[src/rtl/b2a_packet_scheduler_pkg.sv]
// -----------------------------------------------------------------------------
// b2a_packet_scheduler_pkg
//   Shared definitions for the B2A packet scheduler:
//   - packet length codes (`PACKET_LENGTH_*), normally provided by the
//     project packet parameter file; defaults are supplied here if absent
//   - FSM state encodings
//   - header field positions
//   - len_decode(): header length code -> payload word count
// -----------------------------------------------------------------------------
`ifndef PACKET_LENGTH_WIDTH
`define PACKET_LENGTH_WIDTH 4
`define PACKET_LENGTH_257   4'h1
`define PACKET_LENGTH_514   4'h2
`define PACKET_LENGTH_771   4'h3
`define PACKET_LENGTH_1028  4'h4
`endif

package b2a_packet_scheduler_pkg;

   // FSM states
   localparam logic [2:0] S_IDLE    = 3'd0;
   localparam logic [2:0] S_ARB     = 3'd1;
   localparam logic [2:0] S_HEADER  = 3'd2;
   localparam logic [2:0] S_PAYLOAD = 3'd3;
   localparam logic [2:0] S_DONE    = 3'd4;

   // Header field positions
   localparam int HDR_CODE_MSB = 27;
   localparam int HDR_CODE_LSB = 24;
   localparam int HDR_SLEN_MSB = 23;
   localparam int HDR_SLEN_LSB = 15;

   localparam int LEN_W = 11;

   // Unknown codes fall back to the largest packet so a source never
   // gets truncated.
   function automatic logic [LEN_W-1:0] len_decode(
      input logic [`PACKET_LENGTH_WIDTH-1:0] code,
      input logic [8:0]                      slen
   );
      case (code)
         `PACKET_LENGTH_257:  return {2'b00, slen};
         `PACKET_LENGTH_514:  return 11'd512;
         `PACKET_LENGTH_771:  return 11'd768;
         `PACKET_LENGTH_1028: return 11'd1024;
         default:             return 11'd1024;
      endcase
   endfunction

endpackage

[src/rtl/b2a_rr_arbiter.sv]
// -----------------------------------------------------------------------------
// b2a_rr_arbiter
//   Combinational round-robin pick: first set bit of req at or after rr_ptr,
//   wrapping at NUM_REQ.
// Ports:
//   req         in  NUM_REQ  pending requests
//   rr_ptr      in  ID_W     highest-priority index
//   grant_next  out NUM_REQ  one-hot winner (0 when no request)
//   id_next     out ID_W     winner index
// -----------------------------------------------------------------------------
module b2a_rr_arbiter
   import b2a_packet_scheduler_pkg::*;
#(
   parameter int NUM_REQ = 3,
   parameter int ID_W    = 3
)(
   input  logic [NUM_REQ-1:0] req,
   input  logic [ID_W-1:0]    rr_ptr,
   output logic [NUM_REQ-1:0] grant_next,
   output logic [ID_W-1:0]    id_next
);

   logic          w_found;
   logic [ID_W:0] w_idx;

   // Outer loop walks priority order, inner loop matches the index with a
   // constant bit select so no variable-width index is needed.
   always_comb begin
      grant_next = '0;
      id_next    = '0;
      w_found    = 1'b0;
      w_idx      = '0;
      for (int k = 0; k < NUM_REQ; k++) begin
         w_idx = {1'b0, rr_ptr} + (ID_W+1)'(k);
         if (w_idx >= (ID_W+1)'(NUM_REQ))
            w_idx = w_idx - (ID_W+1)'(NUM_REQ);
         for (int i = 0; i < NUM_REQ; i++) begin
            if (!w_found && req[i] && (w_idx == (ID_W+1)'(i))) begin
               w_found       = 1'b1;
               grant_next[i] = 1'b1;
               id_next       = ID_W'(i);
            end
         end
      end
   end

endmodule

[src/rtl/b2a_packet_scheduler.sv]
// -----------------------------------------------------------------------------
// b2a_packet_scheduler
//   Bob-side writer for the shared B2A packet FIFO. Round-robin arbitrates
//   NUM_REQ packet sources, writes the winner's header and then exactly the
//   payload length encoded in it. Packets never interleave.
// Optional feature: define B2A_SCHED_STATS_EN to add pkt_cnt / stall_cnt.
// Ports:
//   clk, rst_n              clock, async active-low reset
//   req/hdr                 per-source packet request and 32-bit header
//   src_valid/src_data      per-source payload stream
//   src_ready               payload accept (combinational, granted source only)
//   grant/grant_id          registered one-hot grant and its index
//   B_B2A_wr_clk/_en/_din   FIFO write side, B_B2A_full FIFO full
//   busy                    FSM not idle
//   pkt_done                1-cycle pulse after the last payload word
//   pkt_cnt/stall_cnt       (stats build) packets done / full-stall cycles
// -----------------------------------------------------------------------------
module b2a_packet_scheduler
   import b2a_packet_scheduler_pkg::*;
#(
   parameter int NUM_REQ = 3,
   parameter int ID_W    = 3
)(
   input  logic                  clk,
   input  logic                  rst_n,
   input  logic [NUM_REQ-1:0]    req,
   input  logic [32*NUM_REQ-1:0] hdr,
   input  logic [NUM_REQ-1:0]    src_valid,
   input  logic [32*NUM_REQ-1:0] src_data,
   output logic [NUM_REQ-1:0]    src_ready,
   output logic [NUM_REQ-1:0]    grant,
   output logic [ID_W-1:0]       grant_id,
   output logic                  B_B2A_wr_clk,
   output logic                  B_B2A_wr_en,
   output logic [31:0]           B_B2A_wr_din,
   input  logic                  B_B2A_full,
   output logic                  busy,
   output logic                  pkt_done
`ifdef B2A_SCHED_STATS_EN
  ,output logic [15:0]           pkt_cnt,
   output logic [15:0]           stall_cnt
`endif
);

   logic [2:0]         r_state;
   logic [NUM_REQ-1:0] r_grant;
   logic [ID_W-1:0]    r_grant_id;
   logic [ID_W-1:0]    r_rr_ptr;
   logic [31:0]        r_hdr;
   logic [LEN_W-1:0]   r_len;
   logic [LEN_W-1:0]   r_cnt;

   logic [NUM_REQ-1:0] w_grant_next;
   logic [ID_W-1:0]    w_id_next;
   logic [31:0]        w_sel_hdr;
   logic [31:0]        w_g_data;
   logic               w_g_valid;
   logic               w_hdr_wr;
   logic               w_pay_wr;

   b2a_rr_arbiter #(.NUM_REQ(NUM_REQ), .ID_W(ID_W)) u_arb (
      .req        (req),
      .rr_ptr     (r_rr_ptr),
      .grant_next (w_grant_next),
      .id_next    (w_id_next)
   );

   // One-hot AND-OR muxes: arbiter winner's header, granted source's stream
   always_comb begin
      w_sel_hdr = '0;
      w_g_data  = '0;
      w_g_valid = 1'b0;
      for (int i = 0; i < NUM_REQ; i++) begin
         if (w_grant_next[i]) w_sel_hdr = w_sel_hdr | hdr[32*i +: 32];
         if (r_grant[i]) begin
            w_g_data  = w_g_data | src_data[32*i +: 32];
            w_g_valid = w_g_valid | src_valid[i];
         end
      end
   end

   assign w_hdr_wr = (r_state == S_HEADER) && !B_B2A_full;
   assign w_pay_wr = (r_state == S_PAYLOAD) && w_g_valid && !B_B2A_full;

   always_ff @(posedge clk or negedge rst_n) begin
      if (!rst_n) begin
         r_state    <= S_IDLE;
         r_grant    <= '0;
         r_grant_id <= '0;
         r_rr_ptr   <= '0;
         r_hdr      <= '0;
         r_len      <= '0;
         r_cnt      <= '0;
      end else begin
         case (r_state)
            S_IDLE: if (|req) r_state <= S_ARB;
            S_ARB: begin
               // req is held until pkt_done, but fall back to IDLE if it vanished
               if (|w_grant_next) begin
                  r_grant    <= w_grant_next;
                  r_grant_id <= w_id_next;
                  r_hdr      <= w_sel_hdr;
                  r_len      <= len_decode(w_sel_hdr[HDR_CODE_MSB:HDR_CODE_LSB],
                                           w_sel_hdr[HDR_SLEN_MSB:HDR_SLEN_LSB]);
                  r_state    <= S_HEADER;
               end else begin
                  r_state    <= S_IDLE;
               end
            end
            S_HEADER: if (w_hdr_wr) r_state <= (r_len == '0) ? S_DONE : S_PAYLOAD;
            S_PAYLOAD: begin
               if (w_pay_wr) begin
                  r_cnt <= r_cnt + LEN_W'(1);
                  if (r_cnt == r_len - LEN_W'(1)) r_state <= S_DONE;
               end
            end
            S_DONE: begin
               r_grant  <= '0;
               r_cnt    <= '0;
               r_rr_ptr <= (r_grant_id == ID_W'(NUM_REQ-1)) ? '0 : r_grant_id + ID_W'(1);
               r_state  <= S_IDLE;
            end
            default: r_state <= S_IDLE;
         endcase
      end
   end

   // Write strobes are decoded from state so an async reset clears them at once
   assign B_B2A_wr_clk = clk;
   assign B_B2A_wr_en  = w_hdr_wr | w_pay_wr;
   assign B_B2A_wr_din = w_hdr_wr ? r_hdr : (w_pay_wr ? w_g_data : 32'h0);
   assign src_ready    = ((r_state == S_PAYLOAD) && !B_B2A_full) ? r_grant : '0;
   assign grant        = r_grant;
   assign grant_id     = r_grant_id;
   assign busy         = (r_state != S_IDLE);
   assign pkt_done     = (r_state == S_DONE);

`ifdef B2A_SCHED_STATS_EN
   always_ff @(posedge clk or negedge rst_n) begin
      if (!rst_n) begin
         pkt_cnt   <= '0;
         stall_cnt <= '0;
      end else begin
         if (r_state == S_DONE) pkt_cnt <= pkt_cnt + 16'd1;
         if (((r_state == S_HEADER) || (r_state == S_PAYLOAD)) && B_B2A_full &&
             (stall_cnt != 16'hFFFF))
            stall_cnt <= stall_cnt + 16'd1;
      end
   end
`endif

endmodule
[config.mk]
export PLATFORM = sky130hd
export DESIGN_NAME = b2a_packet_scheduler
export DESIGN_NICKNAME = d
export VERILOG_FILES = /design/src/rtl/b2a_packet_scheduler_pkg.sv /design/src/rtl/b2a_rr_arbiter.sv /design/src/rtl/b2a_packet_scheduler.sv
export SDC_FILE = /design/constraint.sdc
export NUM_CORES = 1
export LEC_CHECK = 0
export ABC_AREA = 1
export CORE_ASPECT_RATIO = 1.1
export CORE_UTILIZATION = 40
export CTS_CLUSTER_DIAMETER = 30
export DETAILED_ROUTE_END_ITERATION = 7
export GPL_TIMING_DRIVEN = 0
export PLACE_DENSITY = 0.9
export SYNTH_ARGS = -nofsm -noshare
export SYNTH_HDL_FRONTEND = slang
export SYNTH_SLANG_ARGS = --single-unit
[constraint.sdc]
create_clock -name clk -period 3.3 [get_ports clk]
set_input_delay 0.66 -clock clk [delete_from_list [all_inputs] [get_ports clk]]
set_output_delay 0.66 -clock clk [all_outputs]
set_load 0.005 [all_outputs]
### Word-level counts from Yosys, hierarchy flattened

Index checks and enable logic that the tools add are counted.

| word-level totals | value |
|---|---|
| bits in registers | 66 |
| input bits | 201 |
| output and inout bits | 45 |
| word-level logic and storage cells | 141 |

| cells by class | value |
|---|---|
| add/sub/neg operators | 8 |
| magnitude comparators | 3 |
| eq/ne operators | 20 |
| muxes and demuxes | 52 |
| bitwise logic cells | 7 |
| reduce and logical (&&, ||, !) cells | 44 |

Operators by type and width:

| cell | number |
|---|---|
| two-way mux 32 bit | 8 |
| OR 32 bit | 4 |
| one-hot mux 11 bit (3 select lines) | 1 |
| two-way mux 3 bit | 8 |
| one-hot mux 11 bit (2 select lines) | 1 |
| logical AND 1 bit | 21 |
| == test 4 x 2 -> 1 bit, second input constant | 5 |
| two-way mux 1 bit | 20 |
| == test 4 x 1 -> 1 bit, second input constant | 4 |
| two-way mux 2 bit | 8 |
| logical NOT 4 bit | 3 |
| two-way mux 4 bit | 3 |
| one-hot mux 3 bit (4 select lines) | 1 |
| adder 11 x 1 -> 11 bit, second input constant | 1 |
| == test 11 bit | 1 |
| logical NOT 11 bit | 1 |
| two-way mux 11 bit | 1 |
| subtractor 11 x 1 -> 11 bit, second input constant | 1 |
| == test 3 x 2 -> 1 bit, second input constant | 3 |
| logical NOT 1 bit | 9 |
| >= comparator 4 x 2 -> 1 bit, second input constant | 2 |
| != test 2 bit, second input constant | 4 |
| subtractor 4 x 2 -> 4 bit, second input constant | 2 |
| one-hot mux 3 bit (2 select lines) | 1 |
| other kinds (15) | 21 |

### Depth between registers and ports, before layout

| logic depth | value |
|---|---|
| depth in word-level cells | 40 |
| mapped depth | 20 |
| depth with buffers taken out | 19 |

### Cells and area by module

Synthesis repeated with hierarchy kept, for this count alone.

| second synthesis, totals | value |
|---|---|
| cells, all modules | 773 |
| area, all modules | 5166.2 sq um |

Modules (own cells, without submodules):

| module | instances | cells an instance | area each (sq um) | sequential area each (sq um) |
|---|---|---|---|---|
| b2a_packet_scheduler | 1 | 668 | 4559.4 | 1651.6 |
| b2a_rr_arbiter | 1 | 105 | 606.8 | 0.0 |

==> key figures <==
Placed design
  • Routability cong.: 0.893
  • Port-buffer cells: 244
  • Dpl hpwl: 15,700 um

STA
  • Achievable Freq: around 310 MHz
  • Setup-failing EPs final: 0
  • Slew Viols, Final: 0
  • Final hold vios: 0
  • Fin crit period: 3.21 ns
  • Worst rel slew slack: 0.296
  • Worst Tran Pin Value: approximately 1.0 ns
  • Layout Skew: 0.00288 ns
  • RSZ-0062 raised after global routing: no
  • Final Cycle Share: 0.972

Floorplan
  • Starting density of the core: 0.415
  • Number of I/O pins: 246
  • Die Span Y: 120 um
  • Die Area: about 13,000 um^2
  • # rows: 42
  • Core area: 12,200 um^2
  • Die W: 109 um

Global routing
  • Initial antenna violation count: 0
  • All-Layer GR Usage: 0.315
  • Global route overflow: 0
  • First-pass GRT wire length: 30,900 um
  • Largest net degree at the start of global routing: 66
  • Number of global-route vias before repair: 6,251

Critical path
  • CP endpoint kind: output port
  • Kind of cell adding the most delay to the critical path: buffers and inverters
  • Buffers and inverters on the worst path: 5
  • Slowest CP cell: clkdlybuf4s50_1
  • Critical path cell sequence: clkdlybuf4s50_1 -> inv_1 -> nand3_2 -> buf_4 -> clkbuf_2 -> o22ai_1 -> clkdlybuf4s50_1
  • Critical path data arrival time: 2.55 ns
  • Reg2reg setup slack: 0.24 ns
  • Kind of critical path: in2out
  • Worst stage delay on the critical path: 0.55 ns
  • Crit path top cell by count: clkdlybuf4s50_1
  • Critical path launch point type: input pin
  • Critical Path Fanout Max: 10
  • WP data required: ~2.6 ns

Pwr
  • Combinational Power Share: 0.669
  • Total power: 7.44 mW
  • Internal power: 3.82 mW
  • Seq pwr share: 0.173
  • P_leak: ~3.7 nW
  • Clock power frac: 0.159
  • Peak VDD IR: 0.402 mV
  • P_sw: 3.61 mW
  • Pwr/cell area: about 920 nW/um^2
  • Sw Share: 0.486

Cells and area
  • Multi-input gate area: just under 3000 um^2
  • Commonest non-fill, non-tap cells in the layout: clkdlybuf4s50_1 (243), nand2_1 (169), inv_1 (89)
  • Layout net count: 1,191
  • N_diodes: 0
  • Commonest non-fill, non-tap cell in the layout: clkdlybuf4s50_1
  • Utilization after layout: 0.665
  • Filler cells: 1,010
  • Area growth syn-to-layout: 60.0%
  • Layout cells sized above 1: 0.0892
  • Seq. cell area: 1630 um^2

Yosys
  • Synth area leaders: dfrtp_1 (32%), nand2_1 (13%), inv_1 (6.6%)
  • Avg Inst Size Synth: 6.97 um^2
  • Seq/Total Area, Yosys: 0.321
  • EDFF count, synth: 0
  • Cell area after synthesis: 5060 um^2
  • Cells after Synth: just over 700
  • Asr flop ratio synth: 1.00
  • Post-synth cell types: just over 40
  • Syn Nets: 935
  • Synth Warn #: 0
  • Top cell type's share of synthesized area: 0.321
  • Synth Flop Type: dfrtp_1
  • Area leader, netlist: dfrtp_1
  • Post-synthesis register bit count: 65

Detailed routing
  • DRC violation count after routing: 0
  • Drt pass-1 iters: 5
  • Wire per inst: 17.4 um
  • Routed Antenna Nets: 0
  • Routed wire length: 19,800 um
  • Vias: 6,102
  • First DRT Iteration DRCs: around 440
  • Vias per cell: 5.35

Clocking
  • Worst-path clk slew: 0.05 ns
  • TritonCTS clock tree: done
  • Clk_lat worst skew: 0.44 ns

Hold path
  • Worst hold-check path type: in2async

Status
  • Outcome: complete, no violations

Job
  • MaxCap Viol Count: 0
==> flip-flops by register name, summed over array words and instances, names as in the netlist <==
register  flops
grant         3
r_len        11
r_hdr        32
r_rr_ptr      3
grant_id      2
r_state       3
r_cnt        11
==> cells in the mapped netlist (2+ instances only) <==
cell,count
nand2_2,3
ha_1,8
nand3_2,2
nor2_1,58
inv_2,3
nor2_2,7
nor3_1,11
buf_2,5
a21oi_1,56
a22oi_1,17
inv_1,89
nand4_2,2
or2_2,3
o22ai_1,31
o21bai_2,10
o21ai_0,25
o21ai_1,23
nand4_1,4
a22o_1,32
buf_4,6
dfrtp_1,65
xor2_1,9
nor2_4,3
clkbuf_1,22
xnor2_1,7
buf_6,7
nand3_1,32
nand2_1,170
nor4_1,4
==> worst paths after layout <==
path                             start               end  cells after the start
max                         B_B2A_full  B_B2A_wr_din[19]                      7
min                              rst_n         r_hdr[13]                      1
max reg2reg                r_rr_ptr[1]          r_len[3]                     18
min reg2reg                  r_hdr[28]         r_hdr[28]                      2
max in group asynchronous        rst_n         r_hdr[24]                      1
min in group clk             r_hdr[28]         r_hdr[28]                      2
==> cell type report <==
| cell class | instances | share of cell area |
|---|---|---|
| Timing Repair Buffer | 244 | 0.301 |
| Multi-Input combinational cell | 528 | 0.356 |
| Buffer | 37 | 0.0287 |
| Inverter | 93 | 0.0431 |
| Clock buffer | 16 | 0.0421 |
| Sequential cell | 65 | 0.201 |
| Tap cell | 154 | 0.0238 |
| Clock inverter | 3 | 0.00494 |
==> metal layers <==
layer  track usage  up-vias  part of all wire
met2         0.537      283              0.50
li1              -     2938                 -
met3        0.0945       67             0.085
met5             0        -                 0
met1         0.348     2814              0.36
met4         0.166        0             0.050
==> worst reg2reg max path, stage by stage, from the launching register on <==
cell,delay [ns]
dfrtp_1,0.43
inv_1,0.14
ha_1,0.36
o21ai_0,0.10
nand2_1,0.10
nand2_2,0.09
nor2_2,0.05
nor2_2,0.13
nand4_2,0.14
nand2_1,0.13
nor2_1,0.05
nor2_1,0.08
nand2_1,0.09
buf_6,0.17
nand2_1,0.07
nand3_1,0.24
nor2_4,0.27
nand2_1,0.16
a21oi_1,0.18
==> power by group through the flow <==
| stage | clock network, mW | registers (mW) | logic, mW |
|---|---|---|---|
| floorplan | 0.0196 | 1.23 | 3.34 |
| global placement | 0.0423 | 1.25 | 4.72 |
| detailed placement | 0.0423 | 1.27 | 4.83 |
| CTS | 1.19 | 1.27 | 4.89 |
| global route | 1.23 | 1.32 | 5.45 |
| finish | 1.18 | 1.28 | 4.97 |
==> stage by stage <==
stage	worst slack (ns)	hold WS [ns]	instance area (um^2)	std cells	TNS, ns
finish	0.0938	0.335	8100	1140	0
floorplan	0.843	0.364	5060	726	0
CTS	0.0133	0.354	8090	1142	0
global route	0.0122	0.407	8100	1140	0
detailed placement	-0.490	0.475	7700	1124	-5.20
global placement	-0.554	0.468	7700	1124	-40.74
==> repair_timing <==
action / 4_1_cts / 5_1_grt
buffers inserted: 1 / 0
pin swaps: 1 / 0
hold buffers: 0 / 0
gates resized for setup: 6 / 18
setup endpoints to repair: 33 / 32
==> cells by family after synthesis <==
| group | count (synthesis) | share of synthesized area |
|---|---|---|
| and+or+nand+nor | 302 | 0.260 |
| adders and majority gates | 8 | 0.0198 |
| AOI/OAI and AO/OA | 200 | 0.253 |
| DFF | 65 | 0.321 |
| buffers and inverters | 133 | 0.115 |
| other | 1 | 0.000741 |
| xor gates and xnor gates | 17 | 0.0309 |
Power figures use the tool's default switching activity.
